<file path="src/rtl/dmem_arbiter_pkg.sv">
// Shared memory_io types and constants for the data-memory arbiter and its helpers.
// Holds the request/response structs, their idle values and the owner encoding.
package dmem_arbiter_pkg;

  typedef enum logic {
    MEM_CORE   = 1'b0,
    MEM_VECTOR = 1'b1
  } mem_owner_t;

  typedef struct packed {
    logic        valid;
    logic [31:0] addr;
    logic [31:0] data;
    logic        do_read;
    logic        do_write;
    logic [7:0]  user_tag;
  } memory_io_req;

  typedef struct packed {
    logic        valid;
    logic        ready;
    logic [31:0] addr;
    logic [31:0] data;
    logic [7:0]  user_tag;
  } memory_io_rsp;

  localparam memory_io_req memory_io_no_req = '0;
  localparam memory_io_rsp memory_io_no_rsp = '0;

endpackage

</file>
<file path="src/rtl/owner_fifo.sv">
// Small synchronous FIFO with an explicit occupancy count; reusable for any N-port arbiter
// that needs to remember who owns each in-flight transaction. DEPTH must be a power of two.
module owner_fifo #(
  parameter int WIDTH = 1,
  parameter int DEPTH = 4
) (
  input  logic                     clk,
  input  logic                     reset,
  input  logic                     push,
  input  logic [WIDTH-1:0]         push_data,
  input  logic                     pop,
  output logic [WIDTH-1:0]         pop_data,
  output logic                     full,
  output logic                     empty,
  output logic [$clog2(DEPTH):0]   count
);

  localparam int AW = $clog2(DEPTH);

  logic [WIDTH-1:0] mem [DEPTH];
  logic [AW-1:0]    rd_ptr;
  logic [AW-1:0]    wr_ptr;
  logic             do_push;
  logic             do_pop;

  assign full     = (count == (AW+1)'(DEPTH));
  assign empty    = (count == '0);
  assign do_push  = push && !full;
  assign do_pop   = pop && !empty;
  assign pop_data = mem[rd_ptr];

  // NOTE: state registers use non-blocking assignments so every flop samples pre-edge values.
  always_ff @(posedge clk) begin
    if (reset) begin
      rd_ptr <= '0;
      wr_ptr <= '0;
      count  <= '0;
    end else begin
      if (do_push) wr_ptr <= wr_ptr + AW'(1);
      if (do_pop)  rd_ptr <= rd_ptr + AW'(1);
      unique case ({do_push, do_pop})
        2'b10:   count <= count + (AW+1)'(1);
        2'b01:   count <= count - (AW+1)'(1);
        default: count <= count;
      endcase
    end
  end

  // NOTE: storage is deliberately not reset; the count makes stale entries unreachable.
  always_ff @(posedge clk) begin
    if (do_push) mem[wr_ptr] <= push_data;
  end

endmodule

</file>
<file path="src/rtl/dmem_arbiter.sv">
// Round-robin arbiter sharing one in-order memory port between the scalar core and the
// vector unit; an owner FIFO steers each response back to whoever issued the request.
module dmem_arbiter
  import dmem_arbiter_pkg::*;
#(
  parameter int MAX_OUTSTANDING = 4,
  parameter bit CORE_FIRST      = 1'b1
) (
  input  logic                               clk,
  input  logic                               reset,
  input  memory_io_req                       core_req,
  output memory_io_rsp                       core_rsp,
  input  memory_io_req                       vec_req,
  output memory_io_rsp                       vec_rsp,
  output memory_io_req                       mem_req,
  input  memory_io_rsp                       mem_rsp,
  output logic [$clog2(MAX_OUTSTANDING):0]   outstanding,
  output logic                               orphan_err
);

  mem_owner_t last_grant;
  mem_owner_t winner;
  mem_owner_t head_owner;
  logic [0:0] push_owner;
  logic [0:0] head_bits;
  logic       fifo_full;
  logic       fifo_empty;
  logic       can_accept;
  logic       accept;
  logic       pop;

  // NOTE: every signal assigned in always_comb gets a default first so no latch is inferred.
  always_comb begin
    winner = MEM_CORE;
    if (core_req.valid && vec_req.valid) begin
      if (last_grant == MEM_CORE) winner = MEM_VECTOR;
    end else if (vec_req.valid) begin
      winner = MEM_VECTOR;
    end
  end

  // Full is the registered count, so a same-cycle pop never frees a slot early.
  assign can_accept = mem_rsp.ready && !fifo_full;
  assign accept     = can_accept && (core_req.valid || vec_req.valid) && !reset;
  assign pop        = mem_rsp.valid && !fifo_empty;
  assign push_owner = winner;
  assign head_owner = mem_owner_t'(head_bits);

  owner_fifo #(
    .WIDTH (1),
    .DEPTH (MAX_OUTSTANDING)
  ) u_owner_fifo (
    .clk       (clk),
    .reset     (reset),
    .push      (accept),
    .push_data (push_owner),
    .pop       (pop),
    .pop_data  (head_bits),
    .full      (fifo_full),
    .empty     (fifo_empty),
    .count     (outstanding)
  );

  // Seeding the pointer with the opposite requester makes CORE_FIRST win the first tie.
  always_ff @(posedge clk) begin
    if (reset) begin
      if (CORE_FIRST) last_grant <= MEM_VECTOR;
      else            last_grant <= MEM_CORE;
    end else if (accept) begin
      last_grant <= winner;
    end
  end

  always_ff @(posedge clk) begin
    if (reset)                            orphan_err <= 1'b0;
    else if (mem_rsp.valid && fifo_empty) orphan_err <= 1'b1;
  end

  always_comb begin
    mem_req  = memory_io_no_req;
    core_rsp = memory_io_no_rsp;
    vec_rsp  = memory_io_no_rsp;
    if (!reset) begin
      if (accept) mem_req = (winner == MEM_VECTOR) ? vec_req : core_req;
      core_rsp.ready = accept && (winner == MEM_CORE);
      vec_rsp.ready  = accept && (winner == MEM_VECTOR);
      if (pop) begin
        if (head_owner == MEM_CORE) begin
          core_rsp.valid    = 1'b1;
          core_rsp.addr     = mem_rsp.addr;
          core_rsp.data     = mem_rsp.data;
          core_rsp.user_tag = mem_rsp.user_tag;
        end else begin
          vec_rsp.valid    = 1'b1;
          vec_rsp.addr     = mem_rsp.addr;
          vec_rsp.data     = mem_rsp.data;
          vec_rsp.user_tag = mem_rsp.user_tag;
        end
      end
    end
  end

endmodule
</file>
<file path="config.mk">
export PLATFORM = sky130hd
export DESIGN_NAME = dmem_arbiter
export DESIGN_NICKNAME = d
export VERILOG_FILES = /design/src/rtl/dmem_arbiter_pkg.sv /design/src/rtl/owner_fifo.sv /design/src/rtl/dmem_arbiter.sv
export SDC_FILE = /design/constraint.sdc
export NUM_CORES = 1
export LEC_CHECK = 0
export ABC_AREA = 1
export CAP_MARGIN = 10
export CORE_AREA = 2 2 176 178
export DETAILED_ROUTE_END_ITERATION = 7
export DIE_AREA = 0 0 178 180
export GPL_TIMING_DRIVEN = 0
export PLACE_DENSITY = 0.5
export SYNTH_ARGS = -nofsm -noshare
export SYNTH_HDL_FRONTEND = slang
export SYNTH_SLANG_ARGS = --single-unit
</file>
<file path="constraint.sdc">
create_clock -name clk -period 2.12 [get_ports clk]
set_clock_uncertainty 0.15 [all_clocks]
set_input_delay 0.53 -clock clk [delete_from_list [all_inputs] [get_ports clk]]
set_output_delay 0.53 -clock clk [all_outputs]
set_load 0.02 [all_outputs]
</file>
# Word-level counts from Yosys, hierarchy flattened
# Memories as Yosys holds them, arrays and structs flattened. A register that Yosys moved wholly into a read port is not among the register bits.
# Index checks and enable logic that the tools add are counted.
# word_totals
ram_bits	4
register_bits	9
memories	1
elab_cells	51
out_inout_bits	227
in_bits	226
# memory_table
memory	words	word_bits	read_ports	rd_ports_with_merged_regs	write_ports	line	rtl
u_owner_fifo.mem	4	1	1	1	1	owner_fifo.sv:20	logic [WIDTH-1:0] mem [DEPTH];
# op_classes
bitwise_logic	1
mux	21
addsub	4
reduce_logical	16
eq_ne	3
# op_table
cell	count
2-to-1 mux 72 bit	4
2-to-1 mux 75 bit	3
2-to-1 mux 74 bit	2
logical AND 1 bit	10
2-to-1 mux 1 bit	9
one-hot mux 3 bit (2 select lines)	1
adder 2 x 1 -> 2 bit (second input constant)	2
2-to-1 mux 2 bit	2
adder 3 x 1 -> 3 bit (second input constant)	1
== test 3 bit (second input constant)	1
zero test 1 bit	3
zero test 3 bit	1
subtractor 3 x 1 -> 3 bit (second input constant)	1
== test 2 x 1 -> 1 bit (second input constant)	1
== test 2 bit (second input constant)	1
nonzero test 2 bit	1
logical OR 1 bit	1
NOT 1 bit	1

# Depth between registers and ports, before layout
# Gate-level depths: netlist of the first run.
# depth
ltp_word	8
depth_mapped	13
ltp_nobuf	13

# Hierarchy
# A second synthesis of the first run with hierarchy kept.
# unflattened
cells_unflattened	593
hier_area_um2	2875.3
# by_module_without_submodules
mod	area_each_um2	seq_area_each_um2	cells_each	instances
dmem_arbiter	2215.9	40.0	512	1
owner_fifo	659.4	300.3	81	1

# Worst setup path after synthesis of the first run
# No wires, ideal clock.
# synth_path
kind	input port to output port
start	input core_req[74] (netlist bit)
end	output mem_req[25] (netlist bit)
path_slack_ps	-67
t_arrival_ps	1507
n_path_buf	2
t_required_ps	1440
cell_stages	7
cell_sequence	nand2_1 nand2_1 inv_2 buf_2 buf_2 nand2_1 a21oi_1
# synth_lines
element	line	rtl
start: declaration	dmem_arbiter.sv:11	input memory_io_req core_req,
end: declaration	dmem_arbiter.sv:15	output memory_io_req mem_req,

==> run metrics, run 1 <==
outcome=finished with violations; violated checks=negative setup slack; RR Endpoint=u_owner_fifo.count[2]; synth unique cells=21; post-route clock period utilization=115.7%; Worst Setup SP=u_owner_fifo.count[0]; Post-synth ARST share=0%; full die area=32,040 µm²; Fmax=0.4079 GHz; vias in the first global route=5,607; Remaining Overflow, GRT=0; Synth area leader=nand2_1; reg-to-reg startpoint=u_owner_fifo.count[0]; vias per inst=3.791; Clk Latency, worst-skew pair=0.24 ns; setup ws final=-0.3318 ns; Die W=178 µm; leakage=4.606 nW; layout cells sized above 1=between 50% and 60%; critical path's top delay family=buffers and inverters; Worst Setup End Kind=output pin; Setup crit start kind=flop; TritonCTS clock tree=done; slew at the pin with the worst max-slew slack=0.3561 ns; synth-to-layout area growth=271.8%; r2r setup slk=-0.17 ns; min cycle time layout=approximately 2.5 ns; GRT Util Overall=14.36%; DRC=0; antenna violations before repair=0; post-layout util=33.99%; Antenna Nets Post-Route=0; drt pass-1 iters=4; CTS sink count=15; DIE HEIGHT=180 µm; Synth Warn #=0; Min Hold Slack=~0.32 ns; Port Buffer Count=roughly 450; DRT iter0 DRCs=132; Initial Util=9.143%; synthesized area=2760 µm²; Max clock buf depth=2; worst ir drop on vdd=~0.33 mV; critical path required time=1.44 ns; Placer Congestion=0.8400; Seq/Total Area, Yosys=about an eighth; Final #Nets=1,352; Setup crit end=core_rsp[50]; Synth Instances=588; Pwr Density=473.5 nW/µm²; first-pass GRT wire length=34,750 µm; Power Total=4.859 mW; post-synth top area share=23.53%; total CTS buffers=3; top cells by area, synth=nand2_1, nor2_1, a21oi_1, inv_1, dfxtp_1; hold violation total from the final report=0; IO Pins=~450; path type of the worst setup path=reg -> out; worst endpoint data arrival time=1.77 ns; Place WS=-1.915 ns; largest net degree at the start of global routing=14; RSZ-0062 raised after global routing=true; cell-by-cell trace of the critical path=nor2_4 -> nand2_2 -> nand2_4 -> nor2_4 -> buf_12 -> buf_12 -> nand2_8 -> buf_6 -> clkbuf_16 -> nor2_4 -> buf_6; via count=approximately 5,700; cells on worst reg2reg path=14; syn_nets=820; max-cap violations=0; Bufs and invs on worst path=5; CP max stage cell=dfxtp_4; synthesized area per cell=between 4 and 5 µm²; core area=30,190 µm²; CP Max Fanout=7; Hold WC Path Type=reg -> reg; Worst-path clk slew=0.05 ns; Yosys reg bits=15; slew margin rel.=approximately three quarters; CP most frequent cell=nor2_4; H-tree Lvls=1; post-DP HPWL=21,290 µm; # fillers=3,158; max-slew violation total from the final report=0; clk root buf=clkbuf_16; CTS Hold Bufs=0; CP max stage delay=0.37 ns; Total Routed Length=around 27,000 µm; Final setup viols=225; Levels on crit path=11; wire length per cell=18.02 µm; Post-synth EDFFs=4; row cnt=64; diode count=0; Main synth FF type=dfxtp_1
[cell families after synthesis]
| logic type | Yosys count | synth area share (%) |
|---|---|---|
| AOI/OAI and AO/OA | 82 | 14.96 |
| adders and majority gates | 6 | 2.992 |
| buffers and inverters | 139 | 20.85 |
| DFF | 15 | 12.33 |
| and+or+nand+nor | 346 | 48.87 |
[cell usage after synthesis (all sizes together), types with 3 or more instances]
library cell    n
a21oi          78
buf            33
clkbuf          5
dfxtp          11
edfxtp          4
ha              5
inv           101
nand2         177
nand3          10
nor2          158
o21ai           3
[power by group]
part / total [mW] / switching [mW] / internal [mW]
Combinational: 4.07 / 2.09 / 1.98
Clock: 0.356 / 0.105 / 0.251
Sequential: 0.435 / 0.0621 / 0.372
Total: 4.86 / 2.26 / 2.60
[what timing repair did]
item,in CTS,in global routing
pin swaps,6,7
resized for setup,753,874
gates cloned,2,18
setup buffers,11,44
endpoints found under the setup margin,234,225
endpoints found under the hold margin,0,0
[metrics by stage]
stage               instance area, µm²  std cells  TNS [ns]
floorplan                         2969        588   -0.1589
global placement                  7989       1436   -261.00
detailed placement                7989       1436   -260.24
CTS                               8199       1453   -118.60
global route                     10260       1515    -57.94
finish                           10260       1515    -43.60
[layout make-up]
| type | instances | area (µm²) | share of cell area [%] |
|---|---|---|---|
| repair buffers | 523 | 5334 | 51.98 |
| multi-input cells | 438 | 3109 | 30.30 |
| plain buffers | 38 | 506.7 | 4.938 |
| well taps | 396 | 495.5 | 4.828 |
| inverters | 101 | 386.6 | 3.767 |
| flip-flops and latches | 15 | 350.3 | 3.414 |
| clock buffers | 3 | 75.07 | 0.7315 |
| clock inverters | 1 | 5.005 | 0.04877 |
[worst reg2reg max path, delay by kind of cell, from the launching register on]
| family | cells | cell delay (ns) |
|---|---|---|
| adders and majority gates | 2 | 0.57 |
| buffers and inverters | 4 | 0.41 |
| DFF | 1 | 0.35 |
| and+or+nand+nor | 8 | 0.70 |
[cells in the final DEF (no fill, tap or decap), types with 2 or more instances in the layout]
master / instances
clkdlybuf4s15_2: 4
nand3_1: 6
buf_6: 154
nand2_2: 5
clkbuf_2: 11
nand2_8: 9
buf_12: 16
a21oi_1: 20
nand2_1: 165
nor2_1: 22
nand3_2: 3
o21ai_0: 3
edfxtp_1: 4
clkbuf_4: 3
buf_2: 18
nand2_4: 2
inv_1: 94
clkbuf_16: 14
buf_8: 13
a21oi_2: 54
dfxtp_1: 7
a21oi_4: 4
dfxtp_4: 2
nor2_4: 99
ha_1: 5
clkdlybuf4s50_1: 224
dfxtp_2: 2
buf_4: 102
inv_2: 5
nor2_2: 37
[worst min path at each step]
stage	startpoint	to	slack (ns)	cells past startpoint
final	orphan_err	orphan_err	0.32	2
after global routing	orphan_err	orphan_err	0.35	2
after CTS	orphan_err	orphan_err	0.31	2
after detailed placement	orphan_err	orphan_err	0.31	2
after global placement	orphan_err	orphan_err	0.29	2
after floorplan	u_owner_fifo.rd_ptr[1]	flop	0.31	2
[metal layers]
| metal | vias to the layer above | share of wire (%) | GRT usage [%] |
|---|---|---|---|
| met3 | 26 | 8.2 | 3.405 |
| met5 | - | 0 | 0 |
| met4 | 0 | 2.7 | 2.787 |
| met1 | 2625 | 35 | 15.08 |
| met2 | 288 | 54 | 28.43 |
| li1 | 2805 | - | - |
Power figures use the tool's default switching activity.
==> inputs of run 2 (changes only) <==
--- a/config.mk
+++ b/config.mk
@@ -10,7 +10,6 @@
 export CORE_AREA = 2 2 176 178
 export DETAILED_ROUTE_END_ITERATION = 7
 export DIE_AREA = 0 0 178 180
-export GPL_TIMING_DRIVEN = 0
 export PLACE_DENSITY = 0.5
 export SYNTH_ARGS = -nofsm -noshare
 export SYNTH_HDL_FRONTEND = slang
==> run metrics, run 2 (synthesized netlist as in run 1, its figures left out) <==
outcome=finished with violations; violated checks=negative setup slack; cells on worst reg2reg path=11 (-3); sequential cell fraction of total power=8.0% (-0.9 points); Int Pwr=2.905 mW (+12%); slew margin rel.=83.63% (+7.4 points); setup tns final=-43.31 ns (+0.2906 ns); Min Hold Slack=0.2981 ns (-0.01921 ns); wire length per cell=17.75 µm (-1.5%); critical path required time=1.44 ns (about the same); Initial Util=9.143% (unchanged); Port Buffer Count=452 (unchanged); post-route clock period utilization=114.1% (-1.6 points); r2r setup slk=-0.15 ns (+0.02 ns); post-layout util=40.05% (+6.1 points); layout cells sized above 1=59.14% (+8.7 points); hold path cells=2 (unchanged); Placer Congestion=0.8282 (-1.4%); critical path's top delay family=buffers and inverters; Place WS=-1.110 ns (+0.8045 ns); row cnt=64 (unchanged); routed wl met2=15,530 µm (+5.5%); clk root buf=clkbuf_16; final std cells w/o fill=1,582 (+4.4%); min cycle time layout=2.418 ns (-0.03362 ns); CTS sink count=15 (unchanged); hold violation total from the final report=0 (unchanged); leakage=5.369 nW (+17%); Final setup viols=224 (-0.44%); worst ir drop on vdd=0.2720 mV (-19%); post-route cell area=12,090 µm² (+18%); core area=30,190 µm² (unchanged); worst endpoint data arrival time=1.74 ns (-0.03 ns); net load switching power=2.334 mW (+3.4%); Power Total=5.239 mW (+7.8%); cell-by-cell trace of the critical path=nor2_4 -> buf_4 -> nand2_4 -> nand3_4 -> buf_12 -> buf_12 -> buf_16 -> a21oi_4 -> buf_6; post-DP HPWL=19,770 µm (-7.1%); reg-to-reg startpoint=u_owner_fifo.count[1]; first-pass GRT wire length=36,960 µm (+6.4%); vias in the first global route=6,164 (+9.9%); largest net degree at the start of global routing=33 (+19); Antenna Nets Post-Route=0 (unchanged); most frequent cells in the layout=clkdlybuf4s50_1, buf_6, buf_4; IO Pins=453 (unchanged); antenna violations before repair=4 (+4); Clk Latency, worst-skew pair=0.24 ns (about the same); RSZ-0062 raised after global routing=true; max-slew violation total from the final report=0 (unchanged); Die W=178 µm (unchanged); hold path startpoint=orphan_err; Worst-path clk slew=0.05 ns (about the same); CP max stage cell=dfxtp_2; slew at the pin with the worst max-slew slack=0.2453 ns (-0.1108 ns); Worst Setup End Kind=output pin; Area after DPL=8558 µm² (+7.1%); wire length on met3=2377 µm (+5.6%); DRT iter0 DRCs=94 (-29%); Fmax=0.4135 GHz (+1.4%); CTS Hold Bufs=0 (unchanged); switch share=44.56% (-1.9 points); Total Routed Length=28,080 µm (+2.9%); RR Endpoint=u_owner_fifo.count[1]; GRT Util Overall=15.10% (+0.74 points); met1 wire length=9707 µm (+1.3%); Gate power share=85.0% (+1.3 points); max-cap violations=0 (unchanged); Max clock buf depth=2 (unchanged); full die area=32,040 µm² (unchanged); Bufs and invs on worst path=5 (unchanged); DRC=0 (unchanged); total CTS buffers=3 (unchanged); Hold WC Path Type=reg -> reg; CP max stage delay=0.35 ns (-0.02 ns); top sig layer=met4; CP Max Fanout=6 (-1); DIE HEIGHT=180 µm (unchanged); Min-Delay Endpoint=orphan_err; path type of the worst setup path=reg -> out; Pwr Density=433.3 nW/µm² (-8.5%); Setup crit start kind=flop; TritonCTS clock tree=done; vias per inst=3.874 (+2.2%); Final #Nets=1,415 (+4.7%); CP most frequent cell=buf_12; setup ws final=-0.2982 ns (+0.03362 ns); drt pass-1 iters=4 (unchanged); Clk network pwr share=7.0% (-0.3 points); commonest non-fill, non-tap cell in the layout=clkdlybuf4s50_1; H-tree Lvls=1 (unchanged); synth-to-layout area growth=338.1%; Remaining Overflow, GRT=0 (unchanged); Post-Place Cells=1,466 (+2.1%); via count=6,129 (+6.7%)
## run 2: worst max path at each step
stage	start	endpoint	slack (ns)	cells past startpoint
after CTS	u_owner_fifo.count[1]	vec_rsp[71]	-0.35	9
after floorplan	core_req[74]	mem_req[70]	-0.03	6
after global placement	vec_req[74]	mem_req[71]	-1.09	8
final	u_owner_fifo.count[1]	mem_req[60]	-0.30	9
after detailed placement	vec_req[74]	mem_req[71]	-1.11	8
after global routing	u_owner_fifo.count[1]	vec_rsp[63]	-0.38	9
## run 2: power by group through the flow
stage	clock (mW)	combinational, mW	sequential (mW)
4_1_cts	0.374	3.65	0.416
5_1_grt	0.393	4.71	0.428
2_1_floorplan	0	1.24	0.447
6_report	0.369	4.45	0.418
3_3_place_gp	0	2.91	0.407
3_5_place_dp	0	2.92	0.411
## run 2: area by class of cell
type,instances,area [µm²]
Inverter,101,396.6
Antenna cell,4,10.01
Clock buffer,3,75.07
Multi-Input combinational cell,434,3670
Sequential cell,15,345.3
Fill cell,2981,18100
Timing Repair Buffer,628,7094
Clock inverter,1,5.005
Tap cell,396,495.5
## run 2: worst min-delay path: stages (launching register included)
cell and delay [ns]:
dfxtp_1 0.30, inv_1 0.05, a21oi_1 0.05
## run 2: repair_timing
| item | in CTS | in global routing |
|---|---|---|
| pin swaps | 45 | 31 |
| hold endpoints to repair | 0 | 0 |
| resized for setup | 1132 | 561 |
| gates cloned | 20 | 12 |
| buffers inserted | 59 | 38 |
| endpoints found under the setup margin | 226 | 225 |
## run 2: routing by layer
metal,vias to the layer above,track usage (%)
li1,2944,-
met5,-,0
met4,0,3.475
met3,26,3.278
met1,2853,15.83
met2,306,29.88
